**src/rtl/high_score_tracker.sv**
```systemverilog
// rtl/high_score_tracker.sv - BCD game score, best-score keeper and new-record blinker
//
// Counts points of the running game as a two-digit BCD score (saturating at 99),
// keeps the best finished-game score since reset, and blinks NEW_RECORD when a
// finished game strictly beats the best score.
//
// Optional feature macro: BEST_CLEAR_EN (adds CLEAR_BEST input; clears best in IDLE).
//
// Ports:
//   CLK          system clock, posedge
//   RST          asynchronous active-low reset
//   GAME_START   one-cycle pulse, new game begins / restarts
//   GAME_OVER    one-cycle pulse, game timer expired
//   POINT        one-cycle pulse, correct answer scored
//   CLEAR_BEST   (BEST_CLEAR_EN only) one-cycle pulse, clear best score while idle
//   SCORE_TENS   BCD tens of current / last game score
//   SCORE_ONES   BCD ones of current / last game score
//   BEST_TENS    BCD tens of best score
//   BEST_ONES    BCD ones of best score
//   GAME_ACTIVE  high while a game is being played
//   NEW_RECORD   blinking record indicator
module high_score_tracker #(
    parameter int BLINK_CYCLES  = 25000000,
    parameter int BLINK_TOGGLES = 6
) (
    input  logic       CLK,
    input  logic       RST,
    input  logic       GAME_START,
    input  logic       GAME_OVER,
    input  logic       POINT,
`ifdef BEST_CLEAR_EN
    input  logic       CLEAR_BEST,
`endif
    output logic [3:0] SCORE_TENS,
    output logic [3:0] SCORE_ONES,
    output logic [3:0] BEST_TENS,
    output logic [3:0] BEST_ONES,
    output logic       GAME_ACTIVE,
    output logic       NEW_RECORD
);

    localparam int BW = (BLINK_CYCLES > 1) ? $clog2(BLINK_CYCLES) : 1;
    localparam int TW = $clog2(BLINK_TOGGLES + 1);
    localparam logic [BW-1:0] BLINK_LAST  = BW'(BLINK_CYCLES - 1);
    localparam logic [TW-1:0] TOGGLE_LAST = TW'(BLINK_TOGGLES);

    typedef enum logic [1:0] {
        IDLE      = 2'd0,
        PLAY      = 2'd1,
        CHECK     = 2'd2,
        CELEBRATE = 2'd3
    } state_t;

    state_t        state_q, state_d;
    logic [3:0]    score_tens_q, score_tens_d;
    logic [3:0]    score_ones_q, score_ones_d;
    logic [3:0]    best_tens_q, best_tens_d;
    logic [3:0]    best_ones_q, best_ones_d;
    logic          game_active_q, game_active_d;
    logic          new_record_q, new_record_d;
    logic [BW-1:0] blink_cnt_q, blink_cnt_d;
    logic [TW-1:0] toggle_cnt_q, toggle_cnt_d;

    logic          clear_best;
    logic [TW-1:0] toggle_inc;

    always_comb begin
        state_d      = state_q;
        score_tens_d = score_tens_q;
        score_ones_d = score_ones_q;
        best_tens_d  = best_tens_q;
        best_ones_d  = best_ones_q;
        new_record_d = new_record_q;
        blink_cnt_d  = blink_cnt_q;
        toggle_cnt_d = toggle_cnt_q;
        toggle_inc   = toggle_cnt_q + TW'(1);
        clear_best   = 1'b0;
`ifdef BEST_CLEAR_EN
        clear_best   = CLEAR_BEST;
`endif

        case (state_q)
            IDLE: begin
                if (clear_best) begin
                    best_tens_d = 4'd0;
                    best_ones_d = 4'd0;
                end
                if (GAME_START) begin
                    score_tens_d = 4'd0;
                    score_ones_d = 4'd0;
                    state_d      = PLAY;
                end
            end

            PLAY: begin
                // A restart takes priority over the timer expiring in the same cycle.
                if (GAME_START) begin
                    score_tens_d = 4'd0;
                    score_ones_d = 4'd0;
                end else begin
                    if (POINT && !(score_tens_q == 4'd9 && score_ones_q == 4'd9)) begin
                        if (score_ones_q == 4'd9) begin
                            score_ones_d = 4'd0;
                            score_tens_d = score_tens_q + 4'd1;
                        end else begin
                            score_ones_d = score_ones_q + 4'd1;
                        end
                    end
                    if (GAME_OVER) begin
                        state_d = CHECK;
                    end
                end
            end

            CHECK: begin
                // Packed BCD digits compare in the same order as their decimal values.
                if ({score_tens_q, score_ones_q} > {best_tens_q, best_ones_q}) begin
                    best_tens_d  = score_tens_q;
                    best_ones_d  = score_ones_q;
                    new_record_d = 1'b1;
                    blink_cnt_d  = '0;
                    toggle_cnt_d = TW'(1);
                    state_d      = CELEBRATE;
                end else begin
                    state_d = IDLE;
                end
            end

            CELEBRATE: begin
                if (GAME_START) begin
                    new_record_d = 1'b0;
                    blink_cnt_d  = '0;
                    toggle_cnt_d = '0;
                    score_tens_d = 4'd0;
                    score_ones_d = 4'd0;
                    state_d      = PLAY;
                end else if (blink_cnt_q == BLINK_LAST) begin
                    blink_cnt_d  = '0;
                    toggle_cnt_d = toggle_inc;
                    // The rising edge at entry is toggle 1, so the final toggle lands low.
                    if (toggle_inc == TOGGLE_LAST) begin
                        new_record_d = 1'b0;
                        state_d      = IDLE;
                    end else begin
                        new_record_d = ~new_record_q;
                    end
                end else begin
                    blink_cnt_d = blink_cnt_q + BW'(1);
                end
            end

            default: begin
                state_d = IDLE;
            end
        endcase

        game_active_d = (state_d == PLAY);
    end

    always_ff @(posedge CLK or negedge RST) begin
        if (!RST) begin
            state_q       <= IDLE;
            score_tens_q  <= 4'd0;
            score_ones_q  <= 4'd0;
            best_tens_q   <= 4'd0;
            best_ones_q   <= 4'd0;
            game_active_q <= 1'b0;
            new_record_q  <= 1'b0;
            blink_cnt_q   <= '0;
            toggle_cnt_q  <= '0;
        end else begin
            state_q       <= state_d;
            score_tens_q  <= score_tens_d;
            score_ones_q  <= score_ones_d;
            best_tens_q   <= best_tens_d;
            best_ones_q   <= best_ones_d;
            game_active_q <= game_active_d;
            new_record_q  <= new_record_d;
            blink_cnt_q   <= blink_cnt_d;
            toggle_cnt_q  <= toggle_cnt_d;
        end
    end

    assign SCORE_TENS  = score_tens_q;
    assign SCORE_ONES  = score_ones_q;
    assign BEST_TENS   = best_tens_q;
    assign BEST_ONES   = best_ones_q;
    assign GAME_ACTIVE = game_active_q;
    assign NEW_RECORD  = new_record_q;

endmodule

```
**config.mk**
```make
export PLATFORM = sky130hd
export DESIGN_NAME = high_score_tracker
export DESIGN_NICKNAME = d
export VERILOG_FILES = /design/src/rtl/high_score_tracker.sv
export SDC_FILE = /design/constraint.sdc
export NUM_CORES = 1
export LEC_CHECK = 0
export ABC_AREA = 1
export ABC_CLOCK_PERIOD_IN_PS = 2050
export CAP_MARGIN = 0
export CORE_MARGIN = 2
export CORE_UTILIZATION = 50
export DETAILED_ROUTE_END_ITERATION = 8
export PLACE_DENSITY_LB_ADDON = 0.08
export SLEW_MARGIN = 10
export SYNTH_ARGS = -nofsm -noshare
export SYNTH_HDL_FRONTEND = slang
export SYNTH_SLANG_ARGS = --single-unit
```
**constraint.sdc**
```tcl
create_clock -name CLK -period 2.05 [get_ports CLK]
set_input_delay 0.3075 -clock CLK [delete_from_list [all_inputs] [get_ports CLK]]
set_output_delay 0.3075 -clock CLK [all_outputs]
set_load 0.005 [all_outputs]
```
### Word level (Yosys, flattened, before mapping)

Index checks and enable logic that the tools add are counted.

| word-level totals | value |
|---|---|
| memories | 0 |
| bits in read-only memories | 0 |
| latch bits | 0 |
| input bits | 5 |
| memory bits (writable) | 0 |
| bits in registers | 48 |
| logic and storage cells | 70 |

| operators by class | value |
|---|---|
| muxes and demuxes | 30 |
| shifts and indexed selects | 0 |
| order comparisons | 1 |
| equal/unequal tests | 13 |
| reduce and logical (&&, ||, !) cells | 12 |
| div/mod/pow operators | 0 |
| bitwise operators | 1 |
| multipliers | 0 |
| $add $sub $neg | 4 |

Operator list:

| kind | count |
|---|---|
| $mux W25 | 3 |
| $pmux W25 S2 | 1 |
| $mux W4 | 7 |
| $add A25 B1 Y25 const B | 1 |
| $eq A25 B25 Y1 const B | 1 |
| $pmux W4 S2 | 2 |
| $mux W2 | 7 |
| $mux W3 | 3 |
| $ne A3 B3 Y1 const B | 3 |
| $add A4 B1 Y4 const B | 2 |
| $eq A4 B4 Y1 const B | 2 |
| $gt A8 B8 Y1 | 1 |
| $pmux W2 S4 | 1 |
| $pmux W3 S2 | 1 |
| $reduce_and A3 Y1 | 2 |
| $eq A2 B1 Y1 const B | 2 |
| $eq A2 B2 Y1 const B | 2 |
| $mux W1 | 4 |
| $reduce_and A2 Y1 | 2 |
| $reduce_and A4 Y1 | 1 |
| $reduce_bool A2 Y1 | 2 |
| $add A3 B1 Y3 const B | 1 |
| $eq A3 B3 Y1 const B | 1 |
| $logic_and A1 B1 Y1 | 2 |
| 7 further kinds | 7 |

### Logic depth before layout (Yosys ltp)

Gate-level depths: netlist (run 1).

| logic depth | value |
|---|---|
| depth in word-level cells | 7 |
| gate-level depth with buffers | 16 |
| mapped depth without buffers | 15 |

### Worst setup path before layout (run 1)

No wires, ideal clock.

| timing | value |
|---|---|
| path type | flip-flop to flip-flop |
| from | register score_ones_q[2] (netlist: SCORE_ONES[2]) |
| to | register blink_cnt_q[11] |
| data arrival time | 1665 ps |
| path buffers | 1 |
| data required time | 1931 ps |
| clock period less this slack | 1784 ps |
| cell stages (with the launch flop) | 11 |
| setup slack | 266 ps |
| cell sequence | dfrtp_1 -> ha_1 -> nand2_1 -> nor2_1 -> a21oi_1 -> nand2_2 -> nand2_4 -> inv_1 -> buf_4 -> nand2_1 -> nand2_1 |

| between the ends | value |
|---|---|
| longest elaborated chain between the ends | 3 |

RTL lines:

| element | line | text |
|---|---|---|
| start, declared | 56 | `logic [3:0] score_ones_q, score_ones_d;` |
| start signal, assigned | 174 | `score_ones_q <= score_ones_d;` |
| $gt A8 B8 Y1 | 117 | `if ({score_tens_q, score_ones_q} > {best_tens_q, best_ones_q}) begin` |
| $ne A2 B2 Y1 (no line) | - |  |
| $reduce_and A2 Y1 (no line) | - |  |
| end signal, assigned | 179 | `blink_cnt_q <= blink_cnt_d;` |
| end, declared | 61 | `logic [BW-1:0] blink_cnt_q, blink_cnt_d;` |

No other way between the ends.
A chain may end at the register's enable or synchronous reset.

### Worst setup path after layout (run 1)

| timing | value |
|---|---|
| from | register score_tens_q[3] (netlist: SCORE_TENS[3]) |
| to | register blink_cnt_q[1] |

| between the ends | value |
|---|---|
| longest elaborated chain between the ends | 3 |

RTL lines:

| element | line | text |
|---|---|---|
| start, declared | 55 | `logic [3:0] score_tens_q, score_tens_d;` |
| start signal, assigned | 173 | `score_tens_q <= score_tens_d;` |
| $gt A8 B8 Y1 | 117 |  |
| $ne A2 B2 Y1 (no line) | - |  |
| $reduce_and A2 Y1 (no line) | - |  |

No other way between the ends.

==> results.tsv, run 1 <==
metric	value	unit
final_common_cell	nand2_1	
ff_latch_area	1201	sq um
grt_remaining_overflow	0	
core-area	6681	sq um
die_w	86.53	um
clkSlewWorstSetupHoldPaths	0.08	ns
fin_setup_tns	0	ns
die_y	86.53	um
synthDistinctLibCells	29	
power_density	969.7	nW/um^2
die_area	7487	sq um
grt_pass1_vias	2996	
grt_max_degree	25	
layout_common_cells	152 x nand2_1, 85 x nor2_1, 57 x inv_1	
post-place-ws	0.1960	ns
place_congestion	0.8881	
post_cts_buffers	0	
cts_tree	yes	
period_needed	1.849	ns
initial_core_util	50.97	%
wirelength	7915	um
total_power	0.003778	W
fin_util	58.31	%
grt_pass1_wl	13610	um
dp.cells	608	
vias	3151	
finalClockSkew	0.003891	ns
port_buffers	22	
antenna_found_initial	0	
io_pins	23	
worst_path_most_repeated_cell	nand2_1	
drive_gt1_share	8.785	%
nNetsFinal	561	
fin_crit_sh	90.18	%
dp_hpwl	6124	um
required	2.24	ns
drc	0	
synthesis.area	3406	sq um
synth_seq_cells	48	
cap_viol_max_count	0	
first_iter_violations	215	
h-tree-depth	2	
critPathLaunchType	flop	
avgSynthCellArea	6.825	sq um
synthCells	499	
worst-setup-path-type	reg -> reg	
cts-root-buf	clkbuf_8	
fin_ws	0.2012	ns
crit_buf_inv	2	
slew_headroom	79.19	%
ir_drop	0.5496	mV
maxSlewViolCount	0	
status	finished, final reports clean	
clk_latency	0.30	ns
rsz0062_at_grt	false	
n_fill_cell	651	
p_leak	1.842	nW
synth_nets	524	
antenna_cells	0	
row_count	30	
ant_nets	0	
cp_top_family	simple AND/OR/NAND/NOR gates	
cts_num_sinks	48	
drt_first_pass_iters	4	
viasPerCell	5.124	
worstPathCellList	ha_1 > nand2_1 > nor2_2 > nand2_1 > nand2_1 > nand2_2 > nand2_4 > inv_1 > buf_4 > o21ai_0 > nor2_1	
hold_path_class	in -> async	
multi_input_area	1913	sq um
setup_viol	0	
arrival	2.04	ns
tightest_slew	0.3121	ns
synth_seq_area_share	35.27	%
cts_buffers	5	
yosysWarnings	0	
slowest_stage	dfrtp_1	
crit_path_end_kind	flop	
syn_to_final_growth	14.40	%
cts_buffer_depth	2	
path_max_fanout	17	
critPathMaxStageDelay	0.42	ns
gr-usage-all-layers	22.86	%
hold_violations	0	
instances_no_fill	615	
wl_per_cell	12.87	um
fmax	0.5409	GHz
[what timing repair did]
action,in CTS,in global routing
setup endpoints to repair,0,6
endpoints found under the hold margin,12,0
hold buffers,1,0
gates resized for setup,0,4
[report_power, final]
group	switching [W]	internal (W)	total, W
clock	0.000305	0.000350	0.000655
sequential	0.000279	0.00120	0.00147
combinational	0.000946	0.000703	0.00165
total	0.00153	0.00225	0.00378
[kinds of logic after synthesis]
family                     share of synthesized area [%]
and+or+nand+nor                                    38.65
buffers and inverters                              8.890
DFF                                                35.27
AOI/OAI and AO/OA                                  6.760
adders and majority gates                          7.348
xor gates and xnor gates                           3.086
[registers in the layout (all words and copies together), names as in the netlist]
signal / count
SCORE_TENS: 4
NEW_RECORD: 1
GAME_ACTIVE: 1
SCORE_ONES: 4
state_q: 2
toggle_cnt_q: 3
BEST_ONES: 4
blink_cnt_q: 25
BEST_TENS: 4
[final timing paths]
kind | from | endpoint | slack, ns | depth (start not counted)
worst max-delay path | SCORE_TENS[3] | blink_cnt_q[1] | 0.20 | 11
worst min-delay path | RST | blink_cnt_q[6] | 0.42 | 2
worst max register to register | SCORE_TENS[3] | blink_cnt_q[1] | 0.20 | 11
worst min register to register | BEST_TENS[0] | BEST_TENS[0] | 0.51 | 2
max in group asynchronous | RST | blink_cnt_q[23] | 1.01 | 3
min in group CLK | BEST_TENS[0] | BEST_TENS[0] | 0.51 | 2
[cell usage after synthesis, drive strengths merged]
| master | n | area, sq um |
|---|---|---|
| nand2 | 159 | 629.3 |
| dfrtp | 48 | 1201 |
| inv | 57 | 214.0 |
| buf | 7 | 68.81 |
| nor2 | 90 | 352.8 |
| o31a | 1 | 8.760 |
| nand4 | 8 | 50.05 |
| nor3 | 8 | 45.04 |
| o21ai | 27 | 146.4 |
| xnor2 | 2 | 17.52 |
| clkbuf | 4 | 15.01 |
| a21o | 2 | 15.01 |
| or2 | 1 | 6.260 |
| a21oi | 12 | 60.06 |
| xor2 | 10 | 87.58 |
| ha | 20 | 250.2 |
| nand3 | 42 | 232.7 |
| clkinv | 1 | 5.000 |
[through the flow]
| step | area (sq um) | hold WS, ns |
|---|---|---|
| floorplan | 3406 | 0.01191 |
| global placement | 3772 | 0.2279 |
| detailed placement | 3772 | 0.2232 |
| CTS | 3881 | 0.4296 |
| global route | 3896 | 0.4480 |
| finish | 3896 | 0.4238 |
[area by class of cell]
class                   instances  area share, %
flip-flops and latches         48          30.83
well taps                      80          2.569
clock buffers                   5          1.766
clock inverters                 1         0.7707
repair buffers                 41          9.345
inverters                      58          5.620
multi-input cells             382          49.10
[metal layers]
metal | track usage (%) | part of all wire (%) | vias to the layer above
met4 | 5.824 | 0.64 | 0
met2 | 40.98 | 51 | 54
li1 | - | - | 1637
met3 | 3.429 | 3.2 | 6
met5 | 0 | 0 | -
met1 | 28.73 | 45 | 1454
Note: power is estimated with default switching activity, not from simulation.
==> run 2: changes to the inputs <==
--- a/config.mk
+++ b/config.mk
@@ -11,7 +11,7 @@
 export CORE_MARGIN = 2
 export CORE_UTILIZATION = 50
 export DETAILED_ROUTE_END_ITERATION = 8
-export PLACE_DENSITY_LB_ADDON = 0.08
+export PLACE_DENSITY = 0.69
 export SLEW_MARGIN = 10
 export SYNTH_ARGS = -nofsm -noshare
 export SYNTH_HDL_FRONTEND = slang
==> run 2 against run 1 <==
Compared with the run above:
- cell area rose by 0.32%
- die area did not move
- utilization rose by 0.19 points
- non-clock buffer count fell by 1
- power rose by 1.8%
- cell count rose by 0.16%
- combinational power barely moved
- global-route usage rose by 0.77 points
- sequential cell count did not move
- largest power group unchanged
==> results.tsv, run 2 (synthesis results as in run 1) <==
metric	value	unit
status	finished, final reports clean	
r2r-end	blink_cnt_q[1]	
grt_pass1_vias	3010	
setup_viol	0	
cts_buffer_depth	2	
die_area	7487	sq um
hold_violations	0	
cts_buffers	5	
port_buffers	22	
grt_pass1_wl	14120	um
placed_cell_area	3785	sq um
r2r_start	SCORE_TENS[3]	
worstPathCellList	ha_1 > nand2_1 > nor2_1 > nand2_1 > nand2_1 > nand2_2 > nand2_4 > inv_1 > buf_4 > o21ai_0 > nor2_1	
wl_per_cell	13.39	um
p_leak	1.849	nW
drt_first_pass_iters	4	
viasPerCell	5.174	
grt_remaining_overflow	0	
clk_latency	0.30	ns
cp_top_family	simple AND/OR/NAND/NOR gates	
crit_buf_inv	2	
cap_viol_max_count	0	
drive_gt1_share	8.955	%
nNetsFinal	560	
tightest_slew	0.7939	ns
r2r.worst_path.cells	11	
fmax	0.5090	GHz
holdBufCountCts	0	
fin_area	3909	sq um
worst-setup-path-type	reg -> reg	
critPathMaxStageDelay	0.42	ns
n_fill_cell	674	
antenna_cells	0	
slew_headroom	47.08	%
die_w	86.53	um
slowest_stage	dfrtp_1	
core-area	6681	sq um
cts_num_sinks	48	
wirelength	8249	um
path_max_fanout	17	
worst_path_most_repeated_cell	nand2_1	
cts_tree	yes	
regMostFlops	blink_cnt_q	
critPathLaunchType	flop	
cts-root-buf	clkbuf_8	
dp_hpwl	6348	um
fin_setup_tns	0	ns
power_density	983.7	nW/um^2
largest_register_ffs	25	
r2r_setup_slack	0.09	ns
fin_crit_sh	95.84	%
die_y	86.53	um
layout_common_cells	151 x nand2_1, 86 x nor2_1, 57 x inv_1	
hold_path_class	in -> async	
syn_to_final_growth	14.77	%
grt_max_degree	36	
ant_nets	0	
antenna_found_initial	0	
drc	0	
clkSlewWorstSetupHoldPaths	0.09	ns
rsz0062_at_grt	true	
period_needed	1.965	ns
arrival	2.16	ns
ir_drop	0.6125	mV
final_common_cell	nand2_1	
h-tree-depth	2	
post_cts_buffers	0	
vias	3187	
first_iter_violations	203	
required	2.24	ns
row_count	30	
place_congestion	0.8568	
initial_core_util	50.97	%
io_pins	23	
maxSlewViolCount	0	
finalClockSkew	0.006030	ns
crit_path_end_kind	flop	
gr-usage-all-layers	23.63	%
[run 2: layout make-up]
class	count	area, sq um	share of cell area [%]
multi-input cells	382	1904	48.72
flip-flops and latches	48	1201	30.73
repair buffers	40	362.8	9.283
inverters	58	219.0	5.602
well taps	80	100.1	2.561
clock buffers	6	82.58	2.113
clock inverters	2	38.79	0.9923
[run 2: how the worst max path moves through the flow]
stage | from | to | slack [ns] | depth (start not counted)
6_report | SCORE_TENS[3] | blink_cnt_q[1] | 0.09 | 11
5_1_grt | BEST_TENS[3] | blink_cnt_q[1] | -0.03 | 12
4_1_cts | SCORE_TENS[3] | blink_cnt_q[1] | 0.08 | 11
3_5_place_dp | SCORE_TENS[3] | blink_cnt_q[1] | 0.10 | 11
3_3_place_gp | SCORE_TENS[3] | blink_cnt_q[1] | 0.17 | 11
2_1_floorplan | SCORE_ONES[2] | blink_cnt_q[11] | 0.27 | 10
[run 2: layer usage]
layer | global-route usage, % | vias up | part of all wire [%]
li1 | - | 1634 | -
met3 | 2.762 | 4 | 4.2
met5 | 0 | - | 0
met1 | 30.32 | 1492 | 43
met4 | 4.119 | 0 | 0.62
met2 | 43.22 | 57 | 52
[run 2: power by group]
group          total [W]  switching, W  leakage, nW  internal [W]
sequential       0.00148      0.000285        0.650       0.00119
clock           0.000732      0.000333       0.0614      0.000399
combinational    0.00163      0.000935         1.14      0.000698
[run 2: worst register-to-register path: stages, from the launching register on]
cell     delay (ns)
dfrtp_1        0.42
ha_1           0.31
nand2_1        0.08
nor2_1         0.18
nand2_1        0.08
nand2_1        0.09
nand2_2        0.08
nand2_4        0.17
inv_1          0.06
buf_4          0.19
o21ai_0        0.16
nor2_1         0.05
[run 2: stage by stage]
step / power, W / hold WS, ns / util [%] / worst slack (ns) / cells
2_1_floorplan: 0.002512 / 0.01191 / - / 0.2663 / 499
3_3_place_gp: 0.003099 / 0.4420 / 56.65 / 0.1735 / 608
3_5_place_dp: 0.003140 / 0.4412 / 56.65 / 0.1010 / 608
4_1_cts: 0.003879 / 0.1089 / 58.46 / 0.08412 / 616
5_1_grt: 0.004176 / 0.1447 / 58.50 / -0.02553 / 616
6_report: 0.003845 / 0.08512 / 58.50 / 0.08525 / 616
[run 2: repair_timing]
| action | 4_1_cts | 5_1_grt |
|---|---|---|
| endpoints found under the setup margin | 0 | 5 |
| resized for setup | 0 | 1 |
| endpoints found under the hold margin | 0 | 0 |
